**src/rtl/mux_reduce_pkg.sv**
```systemverilog
// Shared types for the mux-built reduction engine.
//   mode_t  : reduction operator selected at acceptance (11 behaves as OR)
//   state_t : engine control states
//   idx_width() : channel index width, never narrower than one bit
package mux_reduce_pkg;

    typedef enum logic [1:0] {
        MODE_OR   = 2'b00,
        MODE_AND  = 2'b01,
        MODE_XOR  = 2'b10,
        MODE_RSVD = 2'b11
    } mode_t;

    typedef enum logic [1:0] {
        S_IDLE = 2'b00,
        S_RUN  = 2'b01,
        S_DONE = 2'b10
    } state_t;

    function automatic int idx_width(input int n);
        return (n > 1) ? $clog2(n) : 1;
    endfunction

endpackage

```
**src/rtl/mux_reduce_engine_mux2_w.sv**
```systemverilog
// WIDTH-bit 2:1 mux with an independent select per bit.
//   sel : per-bit select (replicate one bit for a whole-word mux)
//   d0  : chosen where sel bit is 0
//   d1  : chosen where sel bit is 1
//   y   : result
module mux2_w #(
    parameter int WIDTH = 8
) (
    input  logic [WIDTH-1:0] sel,
    input  logic [WIDTH-1:0] d0,
    input  logic [WIDTH-1:0] d1,
    output logic [WIDTH-1:0] y
);

    genvar gi;
    generate
        for (gi = 0; gi < WIDTH; gi++) begin : g_bit
            assign y[gi] = sel[gi] ? d1[gi] : d0[gi];
        end
    endgenerate

endmodule

```
**src/rtl/mux_reduce_engine.sv**
```systemverilog
// Time-multiplexed bitwise reduction engine. One upstream transfer carries
// N_CH channels; they are folded one per cycle into a WIDTH-bit result with
// OR / AND / XOR, every operator being built from 2:1 muxes.
//   clk, rst              : clock, asynchronous active-high reset
//   up_vld/up_rdy         : upstream handshake (ready only in IDLE)
//   up_data, up_mode      : channels (ch i at [i*WIDTH +: WIDTH]) and operator
//   down_vld/down_rdy     : result handshake (valid only in DONE)
//   down_data             : registered reduction result
//   busy                  : high in RUN or DONE
import mux_reduce_pkg::*;

module mux_reduce_engine #(
    parameter int WIDTH = 8,
    parameter int N_CH  = 4
) (
    input  logic                  clk,
    input  logic                  rst,
    input  logic                  up_vld,
    output logic                  up_rdy,
    input  logic [N_CH*WIDTH-1:0] up_data,
    input  logic [1:0]            up_mode,
    output logic                  down_vld,
    input  logic                  down_rdy,
    output logic [WIDTH-1:0]      down_data,
    output logic                  busy
);

    localparam int IW     = idx_width(N_CH);
    localparam int LEAVES = 1 << IW;
    localparam logic [IW-1:0]    IDX_FIRST = (N_CH > 1) ? IW'(1) : '0;
    localparam logic [IW-1:0]    IDX_LAST  = IW'(N_CH - 1);
    localparam logic [IW-1:0]    IDX_STEP  = IW'(1);
    localparam logic [WIDTH-1:0] ALL1      = '1;
    localparam logic [WIDTH-1:0] ALL0      = '0;

    state_t                  state_reg;
    mode_t                   mode_reg;
    logic [N_CH*WIDTH-1:0]   cap_reg;
    logic [WIDTH-1:0]        acc_reg;
    logic [WIDTH-1:0]        down_data_reg;
    logic [IW-1:0]           idx_reg;

    // Channel selector: heap-ordered mux tree, node 0 is the root and the
    // root level is steered by the idx MSB. Unused leaves are tied to zero.
    logic [WIDTH-1:0] node [0:2*LEAVES-2];
    logic [WIDTH-1:0] ch_sel;

    genvar gi, gl, gn;
    generate
        for (gi = 0; gi < LEAVES; gi++) begin : g_leaf
            if (gi < N_CH) begin : g_used
                assign node[LEAVES-1+gi] = cap_reg[gi*WIDTH +: WIDTH];
            end else begin : g_pad
                assign node[LEAVES-1+gi] = ALL0;
            end
        end
        for (gl = 0; gl < IW; gl++) begin : g_level
            for (gn = 0; gn < (1 << gl); gn++) begin : g_node
                localparam int K = (1 << gl) - 1 + gn;
                mux2_w #(.WIDTH(WIDTH)) u_sel (
                    .sel ({WIDTH{idx_reg[IW-1-gl]}}),
                    .d0  (node[2*K+1]),
                    .d1  (node[2*K+2]),
                    .y   (node[K])
                );
            end
        end
    endgenerate

    assign ch_sel = node[0];

    // Operator network: the accumulator bit steers each mux.
    logic [WIDTH-1:0] ch_inv, or_y, and_y, xor_y, and_or_y, op_y;
    logic             is_and, is_xor;

    assign ch_inv = ~ch_sel;
    assign is_and = (mode_reg == MODE_AND);
    assign is_xor = (mode_reg == MODE_XOR);

    mux2_w #(.WIDTH(WIDTH)) u_or  (.sel(acc_reg), .d0(ch_sel), .d1(ALL1),   .y(or_y));
    mux2_w #(.WIDTH(WIDTH)) u_and (.sel(acc_reg), .d0(ALL0),   .d1(ch_sel), .y(and_y));
    mux2_w #(.WIDTH(WIDTH)) u_xor (.sel(acc_reg), .d0(ch_sel), .d1(ch_inv), .y(xor_y));

    // Reserved mode falls through to OR because neither select is set.
    mux2_w #(.WIDTH(WIDTH)) u_m_and (.sel({WIDTH{is_and}}), .d0(or_y),     .d1(and_y), .y(and_or_y));
    mux2_w #(.WIDTH(WIDTH)) u_m_xor (.sel({WIDTH{is_xor}}), .d0(and_or_y), .d1(xor_y), .y(op_y));

    always_ff @(posedge clk or posedge rst) begin
        if (rst) begin
            state_reg     <= S_IDLE;
            mode_reg      <= MODE_OR;
            cap_reg       <= '0;
            acc_reg       <= '0;
            idx_reg       <= '0;
            down_data_reg <= '0;
        end else begin
            case (state_reg)
                S_IDLE: begin
                    if (up_vld) begin
                        cap_reg  <= up_data;
                        mode_reg <= mode_t'(up_mode);
                        acc_reg  <= up_data[WIDTH-1:0];
                        idx_reg  <= IDX_FIRST;
                        if (N_CH > 1) begin
                            state_reg <= S_RUN;
                        end else begin
                            state_reg     <= S_DONE;
                            down_data_reg <= up_data[WIDTH-1:0];
                        end
                    end
                end
                S_RUN: begin
                    acc_reg <= op_y;
                    // Stop at the last channel rather than wrapping the index.
                    if (idx_reg == IDX_LAST) begin
                        state_reg     <= S_DONE;
                        down_data_reg <= op_y;
                    end else begin
                        idx_reg <= idx_reg + IDX_STEP;
                    end
                end
                S_DONE: begin
                    if (down_rdy) begin
                        state_reg <= S_IDLE;
                    end
                end
                default: state_reg <= S_IDLE;
            endcase
        end
    end

    assign up_rdy    = (state_reg == S_IDLE);
    assign down_vld  = (state_reg == S_DONE);
    assign busy      = (state_reg == S_RUN) || (state_reg == S_DONE);
    assign down_data = down_data_reg;

endmodule

```
**config.mk**
```make
export PLATFORM = sky130hd
export DESIGN_NAME = mux_reduce_engine
export DESIGN_NICKNAME = d
export VERILOG_FILES = /design/src/rtl/mux_reduce_pkg.sv /design/src/rtl/mux_reduce_engine_mux2_w.sv /design/src/rtl/mux_reduce_engine.sv
export SDC_FILE = /design/constraint.sdc
export NUM_CORES = 1
export LEC_CHECK = 0
export CAP_MARGIN = 20
export CORE_ASPECT_RATIO = 1.1
export CORE_UTILIZATION = 55
export CTS_BUF_LIST = sky130_fd_sc_hd__clkbuf_8
export CTS_CLUSTER_SIZE = 20
export DETAILED_ROUTE_END_ITERATION = 10
export GPL_ROUTABILITY_DRIVEN = 0
export PLACE_DENSITY = 0.81
export SLEW_MARGIN = 20
export SYNTH_ARGS = -nofsm -noshare
export SYNTH_HDL_FRONTEND = slang
export SYNTH_SLANG_ARGS = --single-unit
```
**constraint.sdc**
```tcl
create_clock -name clk -period 2.22 [get_ports clk]
set_input_delay 0.444 -clock clk [delete_from_list [all_inputs] [get_ports clk]]
set_output_delay 0.444 -clock clk [all_outputs]
set_load 0.005 [all_outputs]
```
==> results.json, run 1 <==
{
  "status": "finished clean",
  "synth-seq-cells": 54,
  "netlist_top_cells_count": "54 x dfrtp_1, 32 x mux2_2, 21 x a21oi_1",
  "grt_pass1_vias": 1994,
  "port_buffers": 48,
  "fp.dieArea_sq_mm": 0.00566,
  "crit_fanout": 9,
  "cts.root.buffer_cell": "clkbuf_8",
  "hold_class": "primary input to async pin",
  "rr_endpoint": "down_data[2]",
  "min_period_over_period": 0.938,
  "p_leak_uw": 0.00159,
  "relSlewSlack": 0.568,
  "crit_start": "idx_reg[0]",
  "seqPwrFrac": 0.350,
  "grt_overflow": 0,
  "synth_area_sq_mm": 0.00295,
  "finalPower_uw": 5430,
  "dp_cells": 363,
  "hpwlAfterDp_mm": 4.11,
  "grt_use_met2": 0.368,
  "max-clock-path-buffers": 2,
  "syn_to_final_growth_pct": 23.3,
  "maxCapViolCount": 0,
  "startpoint_type": "flop",
  "fill_cells": 370,
  "cts.htree.levels": 2,
  "drc_errors": 0,
  "min_period_ns": 2.08,
  "grtUsageTotal": 0.234,
  "synth_cells": 250,
  "setup_violations": 0,
  "synthesis.nets": 308,
  "synth_enable_flop_cells": 0,
  "grt_util_met1": 0.326,
  "switching_share": 0.376,
  "ant_nets": 0,
  "finalHoldViolCount": 0,
  "arrival_ns": 2.25,
  "ys_top_cells_by_area": "dfrtp_1 46%, mux2_2 12%, ha_1 8.5%",
  "p_clk_frac": 0.149,
  "core_area_sq_mm": 0.00510,
  "clkSinkCount": 54,
  "cp.required_ns": 2.39,
  "grt-busiest-layer": "met2",
  "dr.pass1.iters": 4,
  "cts_made_buffers": 5,
  "power_frac_comb": 0.501,
  "slew_viol_final": 0,
  "ctsHoldBuffers": 0,
  "rows": 27,
  "rr_worst_depth": 7,
  "yosysTopAreaCellShare": 0.458,
  "largest_register_ffs": 32,
  "critPathCapture": "down_data[2]",
  "grt_pass1_wl_mm": 10.0,
  "viasPerCell": 5.40,
  "die_y_um": 78.8,
  "synth_top_area_cell": "dfrtp_1",
  "post_drt_wl_per_cell_um": 15.8,
  "insertion_delay_ns": 0.31,
  "fin_nets": 356,
  "cts.clk_slew.worst_paths_ns": 0.10,
  "start_util": 0.579,
  "rrSetupSlack_ns": 0.14,
  "die_w_um": 71.8,
  "instances_no_fill": 371,
  "cts_tree": "built",
  "cp-end-kind": "flop",
  "path_class": "flop to flop",
  "rsz0062_at_grt": "no",
  "ir_worst_vdd_mv": 0.723,
  "yosysMostFrequentCell": "dfrtp_1",
  "synth_warnings": 0,
  "vias": 2005,
  "intPower_uw": 3390,
  "antenna_found_initial": 0,
  "power_density_mw_per_mm2": 1490,
  "drtIter0Drc": 143,
  "post_cts_buffers": 0,
  "tightest_slew_ns": 0.648,
  "diodes": 0,
  "synth-main-ff-cell": "dfrtp_1",
  "finalClockSkew_ns": 0.0117,
  "io_pins": 49,
  "synthArstFlopShare": 1.00,
  "syn_area_per_cell_sq_um": 11.8,
  "met3_usage": 0.0406,
  "drt-total-wl_mm": 5.85,
  "max_freq_mhz": 480,
  "yosysUniqueCellTypes": 28,
  "r2r-start": "idx_reg[0]",
  "p_switching_uw": 2040,
  "final_layout_size_suffix_gt1_frac": 0.264,
  "yosysSeqAreaShare": 0.458,
  "grt_max_degree": 42
}
==> power groups by stage <==
| stage | clock, uW | combinational (uW) | sequential [uW] |
|---|---|---|---|
| 2_1_floorplan | 0 | 2160 | 1680 |
| 3_5_place_dp | 0 | 2660 | 1910 |
| 4_1_cts | 820 | 2710 | 1890 |
| 6_report | 809 | 2720 | 1900 |
| 3_3_place_gp | 0 | 2530 | 1880 |
| 5_1_grt | 865 | 3010 | 1980 |
==> worst max-delay path: stages, from the launching register on <==
cell,delay (ns)
dfrtp_4,0.55
mux4_2,0.58
inv_2,0.07
ha_1,0.22
nor2_1,0.12
a21oi_1,0.06
mux2i_1,0.22
o21ai_0,0.12
==> layout make-up <==
cell class	instances	area, sq um	area share
multi-input combinational	162	1430	0.392
sequential	54	1360	0.372
timing repair buffer	53	543	0.149
tap	72	90.1	0.0248
clock buffer	6	82.6	0.0227
inverter	22	82.6	0.0227
clock inverter	2	60.1	0.0165
==> routing by layer <==
layer	wire (um)	vias to the layer above
met5	0	-
met1	2760	989
met2	2850	45
met3	143	8
met4	97	0
li1	-	963
==> worst min-delay path by stage <==
stage          cells after the start      endpoint    startpoint  slack, ns
2_1_floorplan                      2  down_data[2]  down_data[2]       0.47
3_3_place_gp                       2  down_data[3]  down_data[3]       0.47
3_5_place_dp                       2  down_data[3]  down_data[3]       0.47
4_1_cts                            2  down_data[3]  down_data[3]       0.49
5_1_grt                            2  down_data[3]  down_data[3]       0.52
6_report                           2    idx_reg[1]           rst       0.49
==> cells by family after synthesis <==
group,count (synthesis),share of synthesized area
buf+inv,34,0.0602
mux,50,0.220
flops,54,0.458
simple gates,43,0.0886
compound gates,49,0.0882
fa+ha+maj,20,0.0848
==> stage by stage <==
stage	setup WS, ns	hold slack [ns]	setup TNS [ns]	utilization	cell area [sq um]
finish	0.138	0.487	0	0.713	3640
global route	0.00433	0.520	0	0.713	3640
CTS	0.0618	0.493	0	0.712	3630
detailed placement	-0.0558	0.472	-0.165	0.684	3490
global placement	-0.00612	0.467	-0.00612	0.684	3490
floorplan	0.427	0.473	0	-	2950
==> layout by cell type, fill, tap and decap left out, types with 2 or more instances in the layout <==
| cell | n |
|---|---|
| bufinv_16 | 2 |
| ha_1 | 19 |
| clkbuf_8 | 6 |
| buf_4 | 3 |
| clkdlybuf4s50_1 | 48 |
| o21ai_1 | 14 |
| mux2i_1 | 8 |
| nor2_1 | 9 |
| inv_2 | 9 |
| nand2_1 | 17 |
| nor3b_2 | 7 |
| a21oi_1 | 21 |
| nor3b_1 | 2 |
| nor2b_1 | 3 |
| mux2_4 | 2 |
| mux4_2 | 8 |
| dfrtp_1 | 53 |
| o21ai_0 | 11 |
| inv_1 | 13 |
| buf_12 | 2 |
| mux2_2 | 32 |
==> repair_timing <==
item,4_1_cts,5_1_grt
cloned,0,0
setup endpoints to repair,10,5
resized for setup,1,2
No activity file was read; power rests on OpenSTA's default activity.
==> inputs of run 2 (changes only) <==
Clock period 2.22 ns to 2.28 ns, I/O delays scaled along.
==> results.json, run 2 (synthesized netlist as in run 1, its figures left out) <==
{
  "post_drt_wl_per_cell_um": 14.1,
  "post_cts_buffers": 0,
  "grtUsageTotal": 0.215,
  "path_class": "flop to output port",
  "finalClockSkew_ns": 0.0119,
  "cts.clk_slew.worst_paths_ns": 0.10,
  "die_y_um": 78.8,
  "vias": 1953,
  "multiInputGateArea_sq_mm": 0.00142,
  "grt_pass1_wl_mm": 9.37,
  "io_pins": 49,
  "grt_overflow": 0,
  "ctsHoldBuffers": 0,
  "startpoint_type": "flop",
  "antenna_found_initial": 0,
  "fin_setup_tns_ns": 0,
  "drc_errors": 0,
  "cts.htree.levels": 2,
  "hpwlAfterDp_mm": 3.84,
  "final_cell_mix": "54 x dfrtp_1, 48 x clkdlybuf4s50_1, 32 x mux2_2",
  "fin_area_sq_mm": 0.00358,
  "regArea_sq_mm": 0.00135,
  "min_period_ns": 2.09,
  "relSlewSlack": 0.642,
  "fin_nets": 358,
  "clkSinkCount": 54,
  "max-clock-path-buffers": 2,
  "rr_worst_depth": 8,
  "max_freq_mhz": 478,
  "min_period_over_period": 0.918,
  "final_layout_size_suffix_gt1_frac": 0.259,
  "whs_path_depth": 2,
  "die_w_um": 71.8,
  "port_buffers": 48,
  "final_common_cell": "dfrtp_1",
  "crit_fanout": 5,
  "fp.dieArea_sq_mm": 0.00566,
  "hold_class": "flop to flop",
  "status": "finished clean",
  "cts_tree": "built",
  "fill_cells": 366,
  "insertion_delay_ns": 0.31,
  "grt_pass1_vias": 1942,
  "slew_viol_final": 0,
  "start_util": 0.579,
  "drt-total-wl_mm": 5.26,
  "viasPerCell": 5.24,
  "finalHoldViolCount": 0,
  "cts.root.buffer_cell": "clkbuf_8",
  "syn_to_final_growth_pct": 21.4,
  "arrival_ns": 1.64,
  "cp_cell_sequence": "inv_1 > ha_1 > clkdlybuf4s50_1",
  "grt_max_degree": 55,
  "rows": 27,
  "place_area_sq_mm": 0.00349,
  "ant_nets": 0,
  "crit_slowest_cell": "clkdlybuf4s50_1",
  "ir_worst_vdd_mv": 0.758,
  "wl_met2_mm": 2.49,
  "cts_made_buffers": 5,
  "tightest_slew_ns": 0.536,
  "power_density_mw_per_mm2": 1380,
  "rsz0062_at_grt": "no",
  "cp.required_ns": 1.82,
  "ctsResizeCount": 0,
  "cp_slowest_stage_delay_ns": 0.54,
  "core_area_sq_mm": 0.00510,
  "setup_violations": 0,
  "dr_wl_met3_um": 177,
  "cp-end-kind": "output port",
  "p_leak_uw": 0.00158,
  "highest_layer": "met4",
  "diodes": 0,
  "drtIter0Drc": 65,
  "wl_met1_mm": 2.49,
  "maxCapViolCount": 0,
  "dr.pass1.iters": 5,
  "largest_register_ffs": 32
}
==> run 2: through the flow <==
| step | setup slack [ns] | util | power (uW) | hold slack [ns] | cells |
|---|---|---|---|---|---|
| 6_report | 0.187 | 0.702 | 4940 | 0.485 | 373 |
| 5_1_grt | 0.0949 | 0.702 | 5400 | 0.530 | 373 |
| 4_1_cts | 0.169 | 0.702 | 4970 | 0.489 | 373 |
| 3_5_place_dp | 0.324 | 0.685 | 4410 | 0.469 | 365 |
| 3_3_place_gp | 0.350 | 0.685 | 4280 | 0.465 | 365 |
| 2_1_floorplan | 0.487 | - | 3740 | 0.473 | 250 |
==> run 2: critical path, delay by kind of cell (launching register included) <==
family / cells / cell delay [ns]
flops: 1 / 0.39
buf+inv: 2 / 0.65
fa+ha+maj: 1 / 0.29
==> run 2: power breakdown <==
part / leakage [uW] / internal (uW) / switching, uW / total [uW]
clock network: 0.0000524 / 241 / 304 / 545
registers: 0.000650 / 1430 / 319 / 1750
logic: 0.000874 / 1390 / 1250 / 2640
==> run 2: worst paths after layout <==
check / from / end / slack (ns)
max in group asynchronous: rst / cap_reg[24] / 1.53
worst max-delay path: state_reg[0] / up_rdy / 0.19
worst min register to register: down_data[2] / down_data[2] / 0.49
min in group asynchronous: rst / idx_reg[1] / 0.50
worst min-delay path: down_data[2] / down_data[2] / 0.49
worst max register to register: idx_reg[0] / acc_reg[5] / 0.32
==> run 2: final cells by class <==
cell class / instances / share of cell area
Multi-Input combinational cell: 162 / 0.397
Clock inverter: 2 / 0.00244
Sequential cell: 54 / 0.377
Inverter: 22 / 0.0230
Clock buffer: 6 / 0.0230
Timing Repair Buffer: 55 / 0.152
Tap cell: 72 / 0.0251
==> run 2: routing by layer <==
metal  vias up  global-route usage
met5         -                   0
met4         0              0.0824
met3        10              0.0482
met2        54               0.325
met1       923               0.302
li1        966                   -
